File: config.mk
export PLATFORM = sky130hd
export DESIGN_NAME = dcache_ctrl
export DESIGN_NICKNAME = d
export VERILOG_FILES = /design/src/rtl/dcache_pkg.sv /design/src/rtl/dcache_array.sv /design/src/rtl/dcache_ctrl.sv
export SDC_FILE = /design/constraint.sdc
export NUM_CORES = 2
export LEC_CHECK = 0
export ABC_CLOCK_PERIOD_IN_PS = 17900
export CORE_MARGIN = 4
export CORE_UTILIZATION = 25
export DETAILED_ROUTE_END_ITERATION = 10
export GPL_TIMING_DRIVEN = 0
export PLACE_DENSITY = 0.46
export SYNTH_ARGS = -nofsm -noshare
export SYNTH_HDL_FRONTEND = slang
export SYNTH_HIERARCHICAL = 1
export SYNTH_SLANG_ARGS = --single-unit
File: constraint.sdc
create_clock -name clk -period 17.9 [get_ports clk]
set_input_delay 1.79 -clock clk [delete_from_list [all_inputs] [get_ports clk]]
set_output_delay 1.79 -clock clk [all_outputs]
set_load 0.03 [all_outputs]
File: src/rtl/dcache_pkg.sv
// Shared types and byte-lane helpers for the direct-mapped write-through data cache.
// Lanes are big-endian: offset k selects word bits [31-8k -: 8].
package dcache_pkg;

  typedef enum logic [1:0] {
    IDLE  = 2'd0,
    FILL  = 2'd1,
    WRITE = 2'd2
  } state_t;

  localparam int WORD_W      = 32;
  localparam int LANE_W      = 8;
  localparam int OFFSET_BITS = 2;

  function automatic logic [WORD_W-1:0] lane_select(input logic [WORD_W-1:0] word,
                                                    input logic [1:0]        offset);
    logic [LANE_W-1:0] lane;
    case (offset)
      2'd0:    lane = word[31:24];
      2'd1:    lane = word[23:16];
      2'd2:    lane = word[15:8];
      default: lane = word[7:0];
    endcase
    return {{(WORD_W-LANE_W){1'b0}}, lane};
  endfunction

  function automatic logic [WORD_W-1:0] lane_merge(input logic [WORD_W-1:0] word,
                                                   input logic [LANE_W-1:0] lane,
                                                   input logic [1:0]        offset);
    logic [WORD_W-1:0] merged;
    merged = word;
    case (offset)
      2'd0:    merged[31:24] = lane;
      2'd1:    merged[23:16] = lane;
      2'd2:    merged[15:8]  = lane;
      default: merged[7:0]   = lane;
    endcase
    return merged;
  endfunction

endpackage

File: src/rtl/dcache_array.sv
// Line storage: async-cleared valid bits, unreset tag/data, one combinational read port
// and one synchronous write port (full word + tag + valid, or a single byte lane).
module dcache_array
  import dcache_pkg::*;
#(
  parameter int CACHE_SIZE = 64,
  parameter int INDEX_BITS = 6,
  parameter int TAG_BITS   = 24,
  parameter int DATA_WIDTH = 32,
  parameter int BYTE_WIDTH = 8
) (
  input  logic                  clk,
  input  logic                  rst_n,
  input  logic [INDEX_BITS-1:0] rd_index,
  output logic                  rd_valid,
  output logic [TAG_BITS-1:0]   rd_tag,
  output logic [DATA_WIDTH-1:0] rd_data,
  input  logic                  wr_word_en,
  input  logic                  wr_lane_en,
  input  logic [INDEX_BITS-1:0] wr_index,
  input  logic [TAG_BITS-1:0]   wr_tag,
  input  logic [DATA_WIDTH-1:0] wr_data,
  input  logic [1:0]            wr_offset,
  input  logic [BYTE_WIDTH-1:0] wr_lane
);

  logic [CACHE_SIZE-1:0] valid_q;
  logic [TAG_BITS-1:0]   tag_q  [CACHE_SIZE];
  logic [DATA_WIDTH-1:0] data_q [CACHE_SIZE];

  always_ff @(posedge clk or negedge rst_n) begin
    if (!rst_n) begin
      valid_q <= '0;
    end else if (wr_word_en) begin
      valid_q[wr_index] <= 1'b1;
    end
  end

  // A lane write only ever happens on a hit, so tag and valid are already correct.
  always_ff @(posedge clk) begin
    if (wr_word_en) begin
      tag_q[wr_index]  <= wr_tag;
      data_q[wr_index] <= wr_data;
    end else if (wr_lane_en) begin
      data_q[wr_index] <= lane_merge(data_q[wr_index], wr_lane, wr_offset);
    end
  end

  assign rd_valid = valid_q[rd_index];
  assign rd_tag   = tag_q[rd_index];
  assign rd_data  = data_q[rd_index];

endmodule

File: src/rtl/dcache_ctrl.sv
// Direct-mapped write-through no-write-allocate data cache, one word per line.
// Read hits return in the request cycle; misses and all stores stall until mem_ready.
module dcache_ctrl
  import dcache_pkg::*;
#(
  parameter int ADDRESS_WIDTH = 32,
  parameter int DATA_WIDTH    = 32,
  parameter int BYTE_WIDTH    = 8,
  parameter int CACHE_SIZE    = 64
) (
  input  logic                     clk,
  input  logic                     rst_n,
  input  logic                     cpu_req,
  input  logic                     cpu_we,
  input  logic                     cpu_byte_op,
  input  logic [ADDRESS_WIDTH-1:0] cpu_addr,
  input  logic [DATA_WIDTH-1:0]    cpu_wdata,
  output logic [DATA_WIDTH-1:0]    cpu_rdata,
  output logic                     cpu_stall,
  output logic                     mem_req,
  output logic                     mem_we,
  output logic                     mem_byte_op,
  output logic [ADDRESS_WIDTH-1:0] mem_addr,
  output logic [DATA_WIDTH-1:0]    mem_wdata,
  input  logic [DATA_WIDTH-1:0]    mem_rdata,
  input  logic                     mem_ready
);

  localparam int INDEX_BITS = $clog2(CACHE_SIZE);
  localparam int TAG_BITS   = ADDRESS_WIDTH - INDEX_BITS - OFFSET_BITS;

  state_t                   state;
  logic                     req_we;
  logic                     req_byte_op;
  logic [ADDRESS_WIDTH-1:0] req_addr;
  logic [DATA_WIDTH-1:0]    req_wdata;

  logic [ADDRESS_WIDTH-1:0] look_addr;
  logic [INDEX_BITS-1:0]    look_index;
  logic [TAG_BITS-1:0]      look_tag;
  logic                     line_valid;
  logic [TAG_BITS-1:0]      line_tag;
  logic [DATA_WIDTH-1:0]    line_data;
  logic                     hit;
  logic                     idle_start;
  logic                     busy;
  logic                     wr_word_en;
  logic                     wr_lane_en;
  logic [DATA_WIDTH-1:0]    wr_data;

  // While busy the CPU inputs are held, but the captured request is authoritative.
  assign look_addr  = (state == IDLE) ? cpu_addr : req_addr;
  assign look_index = look_addr[INDEX_BITS+OFFSET_BITS-1:OFFSET_BITS];
  assign look_tag   = look_addr[ADDRESS_WIDTH-1:INDEX_BITS+OFFSET_BITS];
  assign hit        = line_valid && (line_tag == look_tag);
  assign idle_start = (state == IDLE) && cpu_req && (cpu_we || !hit);
  assign busy       = (state == FILL) || (state == WRITE);

  always_ff @(posedge clk or negedge rst_n) begin
    if (!rst_n) begin
      state       <= IDLE;
      req_we      <= 1'b0;
      req_byte_op <= 1'b0;
      req_addr    <= '0;
      req_wdata   <= '0;
    end else begin
      case (state)
        IDLE: begin
          if (idle_start) begin
            req_we      <= cpu_we;
            req_byte_op <= cpu_byte_op;
            req_addr    <= cpu_addr;
            req_wdata   <= cpu_wdata;
            state       <= cpu_we ? WRITE : FILL;
          end
        end
        FILL, WRITE: begin
          if (mem_ready) state <= IDLE;
        end
        default: state <= IDLE;
      endcase
    end
  end

  assign wr_word_en = mem_ready && ((state == FILL) ||
                                    ((state == WRITE) && hit && !req_byte_op));
  assign wr_lane_en = mem_ready && (state == WRITE) && hit && req_byte_op;
  assign wr_data    = (state == FILL) ? mem_rdata : req_wdata;

  dcache_array #(
    .CACHE_SIZE (CACHE_SIZE),
    .INDEX_BITS (INDEX_BITS),
    .TAG_BITS   (TAG_BITS),
    .DATA_WIDTH (DATA_WIDTH),
    .BYTE_WIDTH (BYTE_WIDTH)
  ) u_array (
    .clk        (clk),
    .rst_n      (rst_n),
    .rd_index   (look_index),
    .rd_valid   (line_valid),
    .rd_tag     (line_tag),
    .rd_data    (line_data),
    .wr_word_en (wr_word_en),
    .wr_lane_en (wr_lane_en),
    .wr_index   (look_index),
    .wr_tag     (look_tag),
    .wr_data    (wr_data),
    .wr_offset  (req_addr[1:0]),
    .wr_lane    (req_wdata[BYTE_WIDTH-1:0])
  );

  always_comb begin
    mem_req     = 1'b0;
    mem_we      = 1'b0;
    mem_byte_op = 1'b0;
    mem_addr    = '0;
    mem_wdata   = '0;
    case (state)
      FILL: begin
        mem_req  = 1'b1;
        mem_addr = {req_addr[ADDRESS_WIDTH-1:OFFSET_BITS], {OFFSET_BITS{1'b0}}};
      end
      WRITE: begin
        mem_req     = 1'b1;
        mem_we      = req_we;
        mem_byte_op = req_byte_op;
        mem_addr    = req_addr;
        mem_wdata   = req_wdata;
      end
      default: ;
    endcase
  end

  // CPU-facing outputs are forced quiet while reset is held, even with cpu_req high.
  assign cpu_stall = rst_n && (idle_start || (busy && !mem_ready));

  always_comb begin
    cpu_rdata = '0;
    if (rst_n) begin
      if ((state == IDLE) && cpu_req && !cpu_we && hit) begin
        cpu_rdata = cpu_byte_op ? lane_select(line_data, cpu_addr[1:0]) : line_data;
      end else if ((state == FILL) && mem_ready) begin
        cpu_rdata = req_byte_op ? lane_select(mem_rdata, req_addr[1:0]) : mem_rdata;
      end
    end
  end

endmodule

* After elaboration in Yosys (flattened, before gate mapping) *
Memories as Yosys holds them, arrays and structs flattened.
Index checks and enable logic that the tools add are counted.

storage, ports and cells
  flip-flop bits (word level) = 132
  bits in writable memories = 3584
  input bits = 102
  output and inout bits = 100
  word-level logic and storage cells = 91
  memories = 2

memory list
  memory          depth  width  rd ports  clocked after Yosys merged registers in  wr ports  RTL line            text
  u_array.data_q  64     32     1         0                                        1         dcache_array.sv:29  logic [DATA_WIDTH-1:0] data_q [CACHE_SIZE];
  u_array.tag_q   64     24     1         0                                        1         dcache_array.sv:28  logic [TAG_BITS-1:0] tag_q [CACHE_SIZE];

operators by class
  order comparisons = 2
  equality and inequality tests = 9
  muxes and demuxes = 40
  bitwise logic cells = 2
  reduce and logical (&&, ||, !) cells = 30

operators with widths
  operator                                                                      number
  32-bit two-way mux                                                            9
  8-bit two-way mux                                                             12
  64-bit bitwise OR                                                             1
  32-bit one-hot mux with 2 select lines                                        1
  8-bit one-hot mux with 3 select lines                                         2
  24-bit == test                                                                1
  1-bit logical AND                                                             15
  1-bit two-way mux                                                             10
  6-bit by 7-bit less-than comparator with 1-bit output, second input constant  1
  1-bit binary-select mux with 6-bit select                                     1
  1-bit demux with 6-bit select                                                 1
  2-bit by 1-bit == test with 1-bit output, second input constant               3
  2-bit == test, second input constant                                          3
  6-bit by 1-bit >= comparator with 1-bit output, second input constant         1
  2-bit zero test                                                               3
  2-bit two-way mux                                                             3
  1-bit zero test                                                               4
  1-bit logical OR                                                              4
  2-bit one-hot mux with 2 select lines                                         1
  2-bit AND reduction                                                           2
  3-bit OR reduction                                                            1
  2-bit by 1-bit inequality test with 1-bit output, second input constant       1
  2-bit inequality test, second input constant                                  1
  2-bit OR reduction                                                            1
  1-bit bitwise OR                                                              1

* Longest topological paths before layout *
  word-level depth = 12
  depth in mapped cells = 25
  gate-level depth less buffers = 18

* Cells and area by module *
The synthesis kept the hierarchy.

modules (own cells, without submodules)
  module        times used  cells an instance  area an instance (sq um)  seq. area each (sq um)
  dcache_array  1           6270               139602.6                  109224.8
  dcache_ctrl   1           541                5310.1                    1701.6

* Least setup slack after synthesis *
Ideal clock, no wire load.

  kind = input-to-output
  start point = input port cpu_addr[2]
  end point = output port cpu_rdata[11]
  data arrival time = 5.456 ns
  data required time = 16.110 ns
  path slack = 10.654 ns
  stages on the path = 14
  buffers on the path = 5
  path through = mux2_2 -> buf_4 -> buf_6 -> buf_6 -> buf_2 -> mux4_2 -> a221oi_1 -> a221oi_1 -> xor2_1 -> nor4_1 -> nand4_1 -> nor3_2 -> buf_2 -> mux2i_1

between the ends
  longest elaborated chain between the ends = 7
  elaborated cells on any way between the ends = 11
  classes of those cells = 1 x eq/ne; 6 x mux; 2 x reduce/logical; 2 x memory

RTL lines
  element                RTL line            text
  from (decl)            dcache_ctrl.sv:16   input logic [ADDRESS_WIDTH-1:0] cpu_addr,
  32-bit two-way mux     dcache_ctrl.sv:52   assign look_addr = (state == IDLE) ? cpu_addr : req_addr;
  memory 64 x 24 bit     -
  named net line_tag[5]  dcache_ctrl.sv:42   logic [TAG_BITS-1:0] line_tag;
  24-bit == test         dcache_ctrl.sv:55   assign hit = line_valid && (line_tag == look_tag);
  1-bit logical AND      dcache_ctrl.sv:55
  1-bit logical AND      dcache_ctrl.sv:140  if ((state == IDLE) && cpu_req && !cpu_we && hit) begin
  32-bit two-way mux     dcache_ctrl.sv:140
  32-bit two-way mux     dcache_ctrl.sv:139  if (rst_n) begin
  to (decl)              dcache_ctrl.sv:18   output logic [DATA_WIDTH-1:0] cpu_rdata,

The timed path passes the listed nets, and every way through them passes these cells. The select of a mux whose other input is x is not followed.

* Worst setup path after layout *
  start point = register state[1]
  end point = output port cpu_rdata[15]

between the ends
  longest elaborated chain between the ends = 8
  elaborated cells on any way between the ends = 17
  classes of those cells = 2 x eq/ne; 7 x mux; 6 x reduce/logical; 2 x memory

RTL lines
  element                 RTL line            text
  from (decl)             dcache_ctrl.sv:32   state_t state;
  from (signal assigned)  dcache_ctrl.sv:74   state <= cpu_we ? WRITE : FILL;
  2-bit zero test         dcache_ctrl.sv:52
  32-bit two-way mux      dcache_ctrl.sv:52
  named net look_addr[3]  dcache_ctrl.sv:38   logic [ADDRESS_WIDTH-1:0] look_addr;
  memory 64 x 24 bit      -
  named net line_tag[5]   dcache_ctrl.sv:42
  24-bit == test          dcache_ctrl.sv:55
  1-bit logical AND       dcache_ctrl.sv:55
  1-bit logical AND       dcache_ctrl.sv:140
  32-bit two-way mux      dcache_ctrl.sv:140
  32-bit two-way mux      dcache_ctrl.sv:139

The timed path passes the listed nets, and every way through them passes these cells. The select of a mux whose other input is x is not followed.

==> impl_metrics.tcl <==
set metrics [dict create \
    vias 79500 \
    synth_seq_cells 3716 \
    synth_area_leader_cell "edfxtp_1" \
    worstSkewPairLatency_ns 1.04 \
    synthesis.nets 6916 \
    skew_ns 0.0752 \
    avgSynthCellArea_sq_um 21.3 \
    slew_viol_final 72 \
    fillers 56200 \
    syn_area_sq_um 145000 \
    ff_latch_area_sq_um 111000 \
    drtAntennaViolNets 0 \
    routedWlPerCell_um 35.3 \
    power_density_nw_per_um2 192 \
    netlist_instances 6811 \
    rr_worst_depth 25 \
    fin_crit_ns 12.78 \
    holdCritPathClass "reg -> reg" \
    multi_input_area_sq_um 32200 \
    async_flop_share 0.0355 \
    synth_ff_type "edfxtp_1" \
    gp_congestion 0.873 \
    holdBufCountCts 0 \
    drc 0 \
    fin_tns_setup_ns 0 \
    synth.most_common_cell "edfxtp_1" \
    grt_pass1_wl_um 719000 \
    synth_edf_count 3584 \
    fmax_mhz 78.2 \
    die_area_sq_um 592000 \
    hold_path_startpoint "u_array/valid_q[35]" \
    yosysWarnings 6 \
    leakagePower_nw 53.0 \
    critical_path_class "reg -> out" \
    drive_above_1_share 0.266 \
    hold_ws_ns 0.463 \
    drt-vias-per-instance 5.10 \
    cts_root_buf "clkbuf_16" \
    htree_levels 5 \
    place_inst 14800 \
    gr-total-overflow 0 \
    antenna_found_initial 45 \
    cp-end-kind "output port" \
    core_sq_um 577000 \
    drt_wl_total_um 549000 \
    hold_viol 0 \
    maxCapViolCount 11 \
    r2r-start "state[1]" \
    clkSinkCount 3716 \
    final_core_util 0.297 \
    cts.clk_slew.worst_paths_ns 0.06 \
    power_mw 33.0 \
    status "finished with violations" \
    die_h_um 769 \
    io_buffers 199 \
    area_growth_pct 18.5 \
    finalNonFillerCells 15600 \
    ys_top_cells_by_area "edfxtp_1 (74%), mux4_2 (14%), dfrtp_1 (2.3%), mux2_2 (1.2%), nor2_1 (0.91%)" \
    grt_max_degree 75 \
    cp-start-kind "flop" \
    synth_commonest_cells "edfxtp_1 (3584), mux4_2 (903), nor2_1 (351)" \
    r2r_setup_slack_ns 5.57 \
    irDropWorstVdd_v 0.000141 \
    fp.dieW_um 769 \
    required_ns 16.11 \
    setup_viol 0 \
    worst_pin_slew_ns 1.59 \
    r2r-end "u_array/data_q[57][7]" \
    ctsLongestPathBuffers 4 \
    start_util 0.251 \
    rsz0062_at_grt "no" \
    path_max_fanout 10 \
    finalCritPeriodShare 0.714 \
    first_global_vias 78000 \
    postCtsSetupBuffers 0 \
    min_to "u_array/valid_q[35]" \
    io_pins 202 \
    cts_resized 0 \
    cts_tree "yes" \
    nets 7611 \
    yosysTopAreaCellShare 0.743 \
    numCtsBuffers 399 \
    seq_area_frac_synth 0.765 \
    ys_types 48 \
    violations "max-capacitance violations, max-slew violations" \
    first_pass_iters 7 \
    grt_util_all_layers 0.179 \
    drtIter0Drc 10900 \
    relSlewSlack -0.0596 \
    fp-row-count 279 \
    dp_hpwl_um 383000 \
    holdPathStages 1 \
    cp.arrival_ns 10.99 \
]
layout make-up:
cell class / instances / area share
multi-input combinational: 2668 / 0.187
inverter: 3 / 0.0000656
sequential: 3716 / 0.646
antenna: 19 / 0.000277
timing repair buffer: 294 / 0.0231
buffer: 424 / 0.0122
clock buffer: 492 / 0.0617
clock inverter: 233 / 0.0129
tap: 7727 / 0.0563
worst max path at each step:
| stage | startpoint | to | slack [ns] | depth (start not counted) |
|---|---|---|---|---|
| after floorplan | cpu_addr[2] | cpu_rdata[11] | 10.65 | 14 |
| after global placement | state[0] | u_array/data_q[26][12] | 2.78 | 23 |
| after detailed placement | cpu_addr[3] | u_array/data_q[58][1] | 5.09 | 22 |
| after CTS | state[1] | cpu_rdata[15] | 5.12 | 21 |
| after global routing | state[1] | cpu_rdata[15] | 5.13 | 21 |
| final | state[1] | cpu_rdata[15] | 5.12 | 21 |
layout by cell type, fill, tap and decap left out, drive strengths merged, types with 4 or more instances in the layout:
master	n
and3	71
mux2i	91
diode	19
mux4	903
and2	70
a311oi	7
nand2	183
dfrtp	132
a221oi	87
nor4	14
clkbuf	716
clkinvlp	19
nor3	11
a22o	65
xor2	24
a211oi	27
clkdlybuf4s50	198
edfxtp	3584
buf	296
nand2b	9
or3b	4
a21oi	103
nor2b	20
o221ai	34
nand3b	5
clkinv	167
mux2	189
a22oi	105
o21ai	27
inv	18
nand3	8
or2	67
and3b	5
nor3b	7
bufinv	32
nor2	351
o22ai	161
cell families (layout without fill, tap and decap cells):
kind of cell               Yosys count  count (layout)  share of synthesized area
DFF                               3716            3716                      0.765
muxes                             1183            1183                      0.161
buffers and inverters              427            1446                     0.0141
AOI/OAI and AO/OA                  628             628                     0.0307
xor gates and xnor gates            24              24                    0.00145
other                                0              19                          0
adders and majority gates            3               3                   0.000259
and+or+nand+nor                    830             830                     0.0267
per-stage QoR:
| step | setup WS [ns] | area (sq um) |
|---|---|---|
| after global placement | 2.78 | 157000 |
| final | 5.12 | 172000 |
| after floorplan | 10.65 | 145000 |
| after global routing | 5.13 | 172000 |
| after CTS | 5.12 | 171000 |
| after detailed placement | 5.09 | 159000 |
power by group:
part           total (mW)  internal [mW]  switching (mW)
registers            11.5           11.4           0.124
clock network        8.15           4.67            3.48
logic                13.4           3.73            9.65
state kept, by name (all words and copies together), names as in the netlist:
register         flops
state                2
req_byte_op          1
req_we               1
u_array/tag_q     1536
req_addr            32
u_array/valid_q     64
req_wdata           32
u_array/data_q    2048
critical path: stages (launching register included):
cell and delay, ns:
dfrtp_1 0.40, inv_1 0.10, ha_1 0.25, buf_2 0.24
clkbuf_2 0.56, mux2_2 0.55, buf_2 0.25, buf_4 0.29
buf_2 0.46, nand3_1 0.95, clkbuf_2 0.73, o221ai_1 0.42
a21oi_1 0.21, a21oi_1 0.62, a221oi_1 0.20, xor2_1 0.30
nor4_1 0.37, nand4_1 0.42, nor3_2 0.95, buf_2 0.44
mux2i_1 0.33, clkdlybuf4s50_1 0.74
routing by layer:
layer  part of all wire  global-route usage
met1               0.40               0.240
met2               0.46               0.285
met3              0.090              0.0372
met4              0.049              0.0746
met5           0.000016                   0
No activity file was read; power rests on OpenSTA's default activity.
